<file path="config.mk">
export PLATFORM = sky130hd
export DESIGN_NAME = pipe_stage_reg
export DESIGN_NICKNAME = d
export VERILOG_FILES = /design/src/rtl/pipe_stage_reg.sv
export SDC_FILE = /design/constraint.sdc
export NUM_CORES = 1
export LEC_CHECK = 0
export ABC_CLOCK_PERIOD_IN_PS = 1900
export CORE_ASPECT_RATIO = 0.5
export CORE_MARGIN = 10
export CORE_UTILIZATION = 40
export DETAILED_ROUTE_END_ITERATION = 6
export HOLD_SLACK_MARGIN = 0.1
export PLACE_DENSITY = 0.8
export SLEW_MARGIN = 20
export SYNTH_ARGS = -nofsm -noshare
export SYNTH_HDL_FRONTEND = slang
export SYNTH_SLANG_ARGS = --single-unit
export TNS_END_PERCENT = 10
</file>
<file path="constraint.sdc">
create_clock -name clk -period 1.9 [get_ports clk]
set_input_delay 0.19 -clock clk [delete_from_list [all_inputs] [get_ports clk]]
set_output_delay 0.19 -clock clk [all_outputs]
set_load 0.02 [all_outputs]
</file>
<file path="src/rtl/pipe_stage_reg.sv">
// pipe_stage_reg: one generic pipeline boundary register (IF/ID, ID/EX, EX/MEM, MEM/WB).
// Moves a control field and a data field through a valid/ready handshake, with flush.
// Control bits are zeroed whenever the stage holds a bubble. Data bits keep their last
// loaded value and are cleared only by reset.
// Optional feature macro: PIPE_SKID_EN adds a skid register S. With S present, in_ready
// is a pure register output and the stage holds two entries. Without the macro, in_ready
// is combinational from out_ready and the stage holds one entry.
module pipe_stage_reg #(
   parameter int CTRL_W = 8,
   parameter int DATA_W = 64,
   parameter int CNT_W  = 16
) (
   input  logic              clk,
   input  logic              rst,
   input  logic              flush,
   input  logic              in_valid,
   output logic              in_ready,
   input  logic [CTRL_W-1:0] in_ctrl,
   input  logic [DATA_W-1:0] in_data,
   output logic              out_valid,
   input  logic              out_ready,
   output logic [CTRL_W-1:0] out_ctrl,
   output logic [DATA_W-1:0] out_data,
   output logic [CNT_W-1:0]  stall_cnt
);

   // The stall counter stops at all-ones instead of wrapping.
   function automatic logic [CNT_W-1:0] satInc(input logic [CNT_W-1:0] v);
      return (&v) ? v : v + CNT_W'(1);
   endfunction

   logic              mVld_p1;
   logic [CTRL_W-1:0] mCtrl_p1;
   logic [DATA_W-1:0] mData_p1;
   logic [CNT_W-1:0]  stallCnt_p1;

   logic inFire;
   logic outFire;
   logic mLoad;

   assign outFire = mVld_p1 & out_ready;
   assign inFire  = in_valid & in_ready;
   // M may take a new entry when it is empty or its entry leaves this cycle.
   assign mLoad   = !mVld_p1 | outFire;

`ifdef PIPE_SKID_EN
   logic              sVld_p1;
   logic [CTRL_W-1:0] sCtrl_p1;
   logic [DATA_W-1:0] sData_p1;

   // Ready depends only on the skid register, so no path runs back from out_ready.
   assign in_ready = !sVld_p1;

   // M and S update: reset over flush over load; S refills M before new input does.
   always_ff @(posedge clk) begin
      if (!rst) begin
         mVld_p1  <= 1'b0;
         mCtrl_p1 <= '0;
         mData_p1 <= '0;
         sVld_p1  <= 1'b0;
         sCtrl_p1 <= '0;
         sData_p1 <= '0;
      end else if (flush) begin
         mVld_p1  <= 1'b0;
         mCtrl_p1 <= '0;
         sVld_p1  <= 1'b0;
         sCtrl_p1 <= '0;
      end else if (mLoad) begin
         if (sVld_p1) begin
            mVld_p1  <= 1'b1;
            mCtrl_p1 <= sCtrl_p1;
            mData_p1 <= sData_p1;
            sVld_p1  <= 1'b0;
            sCtrl_p1 <= '0;
         end else if (inFire) begin
            mVld_p1  <= 1'b1;
            mCtrl_p1 <= in_ctrl;
            mData_p1 <= in_data;
         end else begin
            mVld_p1  <= 1'b0;
            mCtrl_p1 <= '0;
         end
      end else if (inFire) begin
         // M is full and stalled: the entry accepted this cycle parks in S.
         sVld_p1  <= 1'b1;
         sCtrl_p1 <= in_ctrl;
         sData_p1 <= in_data;
      end
   end
`else
   // Without skid storage, ready must see out_ready in the same cycle.
   assign in_ready = !mVld_p1 | out_ready;

   // M update: reset over flush over load; an empty load leaves a bubble.
   always_ff @(posedge clk) begin
      if (!rst) begin
         mVld_p1  <= 1'b0;
         mCtrl_p1 <= '0;
         mData_p1 <= '0;
      end else if (flush) begin
         mVld_p1  <= 1'b0;
         mCtrl_p1 <= '0;
      end else if (mLoad) begin
         if (inFire) begin
            mVld_p1  <= 1'b1;
            mCtrl_p1 <= in_ctrl;
            mData_p1 <= in_data;
         end else begin
            mVld_p1  <= 1'b0;
            mCtrl_p1 <= '0;
         end
      end
   end
`endif

   // Count cycles where a valid entry is held back; only reset clears it.
   always_ff @(posedge clk) begin
      if (!rst) begin
         stallCnt_p1 <= '0;
      end else if (mVld_p1 && !out_ready) begin
         stallCnt_p1 <= satInc(stallCnt_p1);
      end
   end

   assign out_valid = mVld_p1;
   assign out_ctrl  = mCtrl_p1;
   assign out_data  = mData_p1;
   assign stall_cnt = stallCnt_p1;

endmodule
</file>
; ---- Yosys cells after proc, flatten, opt, wreduce, memory -nomap -nowiden
; Index checks and enable logic that the tools add are counted.
[word_totals]
inputBits = 77
register_bits = 89
output_inout_bits = 90
elab_cells = 21
[classes]
add_sub_neg = 1
reduce_logical = 7
bitwise = 7
mux = 2
[ops]
columns = operator, count
row1 = 16-bit by 1-bit adder with 16-bit output (second input constant), 1
row2 = 16-bit AND reduction, 1
row3 = 8-bit two-way mux, 1
row4 = 1-bit inverter, 3
row5 = 3-bit AND reduction, 1
row6 = 1-bit bitwise AND, 2
row7 = 1-bit zero test, 2
row8 = 1-bit bitwise OR, 2
row9 = 2-bit AND reduction, 1
row10 = 2-bit OR reduction, 1
row11 = 1-bit logical AND, 1
row12 = 1-bit two-way mux, 1

; ---- Logic depth before layout (Yosys ltp)
[depth]
ltp_word = 4
depth_mapped = 7
ltp_nobuf = 5

; ---- Worst setup path after synthesis
; OpenSTA, ideal clock, no wires.
[synth_timing]
kind = reg2reg
from = reg mVld_p1 (netlist: out_valid)
to = reg stallCnt_p1[9] (netlist: stall_cnt[9])
setup_ns = 0.070
n_path_buf = 1
path_stages_with_launch = 7
synth_period_minus_slack_ns = 1.870
slack_ns = 0.030
required_ns = 1.830
t_arrival_ns = 1.800
cell_sequence = dfxtp_1 > nor2b_4 > inv_2 > or3_1 > clkbuf_1 > or4_1 > a21oi_1
[synth_via]
elab_chain_cells = 2
[synth_rtl]
columns = element, line
row1 = start: declaration, 32  ; logic mVld_p1;
row2 = start signal: assignment, 97  ; mVld_p1 <= 1'b0;
row3 = start signal: assignment, 101  ; mVld_p1 <= 1'b0;
row4 = start signal: assignment, 105  ; mVld_p1 <= 1'b1;
row5 = 1-bit logical AND, 120  ; end else if (mVld_p1 && !out_ready) begin
row6 = 2-bit AND reduction (no source line), -
row7 = end signal: assignment, 121  ; stallCnt_p1 <= satInc(stallCnt_p1);
row8 = end: declaration, 35  ; logic [CNT_W-1:0] stallCnt_p1;
; No other way between the ends.
; A chain may end at the register's enable or synchronous reset.

; ---- Worst setup path in the final report
[layout_timing]
from = reg mVld_p1 (netlist: out_valid)
to = out in_ready
[layout_via]
elab_chain_cells = 2
[layout_rtl]
columns = element, line
row1 = 1-bit zero test, 92  ; assign in_ready = !mVld_p1 | out_ready;
row2 = 1-bit bitwise OR, 92
row3 = end: declaration, 17  ; output logic in_ready,
; No other way between the ends.

==> out/results.txt <==
worst-margin pin slew = 346 ps
# rows = 23
Post-Synth Adder-Cell Area = 0.00381
Area contributors post-synth = dfxtp_1 54%, nand2_1 16%, a21oi_1 12%, clkbuf_1 2.3%, nand3_1 2.3%
Residual DRC = 0
setup ws final = 91.5 ps
clk_skew = 4.81 ps
Overflow after GRT = 0
placed insts = 680
Die Y = 84.1 um
most numerous cell in the Yosys netlist = nand2_1
post-cts gate resize count = 0
Non-Filler Instances = 696
Pins Over Slew Limit = 0
crit path DAT = 1620 ps
multi-input logic area = 0.00139 mm^2
Simple-Gate Fraction of Synth Area = 0.249
clk slew on worst S/H paths = 60 ps
final antenna diode count = 0
final wirelength = 10,700 um
I/O Buffers = 166
Worst-Skew Late Latency = 330 ps
Yosys Warn Count = 0
Post-DRT Antenna Nets = 0
number of flops mapped to enable cells by yosys = 0
I/O pin count = 167
wire length per cell = 15.3 um
WHS Path Cells = 3
R2R setup slack = 190 ps
RSZ-0062 raised after global routing = false
Pre-Repair DR Iteration Count = 4
Storage cell area = 0.00178 mm^2
maximum clock path buffer count = 2
Syn Nets = 490
clk sink count = 89
htree depth = 3
Lkg Pwr = 1.93 nW
Die X-Extent = 148 um
Slew Limit Headroom = 0.766
worst-path cell chain = nor2b_4 -> inv_2 -> buf_4 -> clkdlybuf4s50_1
r2r endpoint = stall_cnt[14]$_SDFFE_PN0P_
initial core utilization = 0.411
Syn Std Cell Area = 0.00328 mm^2
Routability Congestion = 0.767
max_cap viols = 0
Final min period = 1810 ps
Layout Nets = 657
CP max stage delay = 620 ps
final setup violating endpoints = 0
CP Max Fanout = 12
Layout Area Growth over Synthesis = 66.4%
Num CTS Buffers = 9
Synth Register Bits = 89
multiplexer area fraction after synthesis = 0.00305
status = complete, no violations
Synth cell types = 34
first-pass GRT wire length = 16,700 um
fmax = 553 MHz
CP max stage cell = clkdlybuf4s50_1
root buf cell = clkbuf_16
Post-synth ARST share = 0
CTS tree = yes
XOR/XNOR Fraction of Synth Area = 0.00533
hold_ws = 401 ps
Main synth FF type = dfxtp_1
Worst Reg-to-Reg Cells = 7
crit share post-route = 0.952
layout cells sized above 1 = 0.0616
compound-cell area share of the yosys netlist = 0.160
Avg Cell Area, Syn = 7.97 um^2
dpl cell area = 0.00515 mm^2
largest net degree at the start of global routing = 65
min-delay src = in_data[38]
peak supply drop = 0.536 mV
post-CTS setup buffers = 0
Worst Hold Path EP = out_data[38]$_SDFFE_PN0P_
Commonest cells post-synth = 139 x nand2_1, 89 x dfxtp_1, 82 x a21oi_1
delay-heaviest family, CP = buffers and inverters
design area = 0.00546 mm^2
Via density = 4.81
part of the Yosys area used for sequential elements = 0.542
DR iter-0 viols = 180
via count = 3,345
CP bufs+invs = 3
DP HPWL = 7680 um
fill count = 714
Post-CTS Hold Fix Bufs = 0
GRT Total Usage = 0.165
die area = 0.0125 mm^2
critical path launch point type = register
worst min path class = primary input to register
Mapped Cells = 412
CP required = 1710 ps
leading area contributor after synthesis = dfxtp_1
largest family of logic cells by synthesized area = simple AND/OR/NAND/NOR gates
vias in the first global route = 3,090
Cell Pwr Density = 799 mW/mm^2
Fin Setup TNS = 0 ps
Final Hold Fails = 0
Place WS = -59.2 ps
Crit Path Category = register to output pin
core area = 0.00800 mm^2
Crit path depth = 4
top-area cell type share of the netlist area = 0.542
Worst R2R Start = stall_cnt[0]$_SDFFE_PN0P_
initial antenna violation count = 0
Crit. End Element = output pin
==> logic make-up (layout without fill, tap and decap cells) <==
kind of cell,Yosys count,in the layout
mux,1,1
flops,89,89
fa+ha+maj,1,1
buf+inv,32,204
simple gates,189,189
compound gates,98,98
xor+xnor,2,2
==> routing by layer <==
metal	GRT usage	share of wire
met5	0	0
met4	0.0465	0.011
met3	0.0660	0.060
met2	0.296	0.53
met1	0.175	0.40
==> flip-flops by register name, summed over array words and instances (netlist names) <==
signal     flops
out_ctrl       8
out_data      64
out_valid      1
stall_cnt     16
==> power breakdown <==
group	internal, mW	switching [mW]	leakage [nW]
sequential	1.94	0.0328	0.725
combinational	0.314	0.274	1.05
clock	1.13	0.685	0.153
==> worst max-delay path by stage <==
stage | start | endpoint
2_1_floorplan | out_valid$_SDFFE_PP0P_ | stall_cnt[9]$_SDFFE_PN0P_
3_3_place_gp | out_ready | stall_cnt[9]$_SDFFE_PN0P_
3_5_place_dp | out_ready | stall_cnt[9]$_SDFFE_PN0P_
4_1_cts | out_valid$_SDFFE_PP0P_ | in_ready
5_1_grt | out_valid$_SDFFE_PP0P_ | in_ready
6_report | out_valid$_SDFFE_PP0P_ | in_ready
==> final cells by class <==
cell class / count / share of cell area
clock buffer: 14 / 0.0501
sequential: 89 / 0.326
clock inverter: 2 / 0.00641
multi-input combinational: 291 / 0.254
inverter: 5 / 0.00343
tap: 112 / 0.0256
timing repair buffer: 183 / 0.334
==> through the flow <==
step                 util  power [mW]
finish              0.683        4.37
global route        0.683        4.54
CTS                 0.683        4.42
detailed placement  0.644        2.60
global placement    0.644        2.59
floorplan               -        2.25
==> layout by cell type (no fill, tap or decap), types with 3 or more instances in the layout <==
cell	netlist	final
a21oi_1	82	82
buf_12	0	3
buf_4	0	14
clkbuf_16	0	9
clkbuf_8	0	3
clkdlybuf4s50_1	0	166
dfxtp_1	89	89
inv_1	3	3
nand2_1	139	139
nand3_1	15	15
nand4_1	4	4
nor2_1	7	7
o21ai_0	7	7
o31ai_1	3	3
or3_1	8	8
or4_1	3	3
==> worst register-to-register path: cells and delay by family, from the launching register on <==
| family | cells | cell delay, ps |
|---|---|---|
| buffers and inverters | 2 | 390 |
| and+or+nand+nor | 2 | 360 |
| AOI/OAI and AO/OA | 2 | 280 |
| adders and majority gates | 1 | 200 |
| DFF | 1 | 410 |
Note: power is estimated with default switching activity, not from simulation.
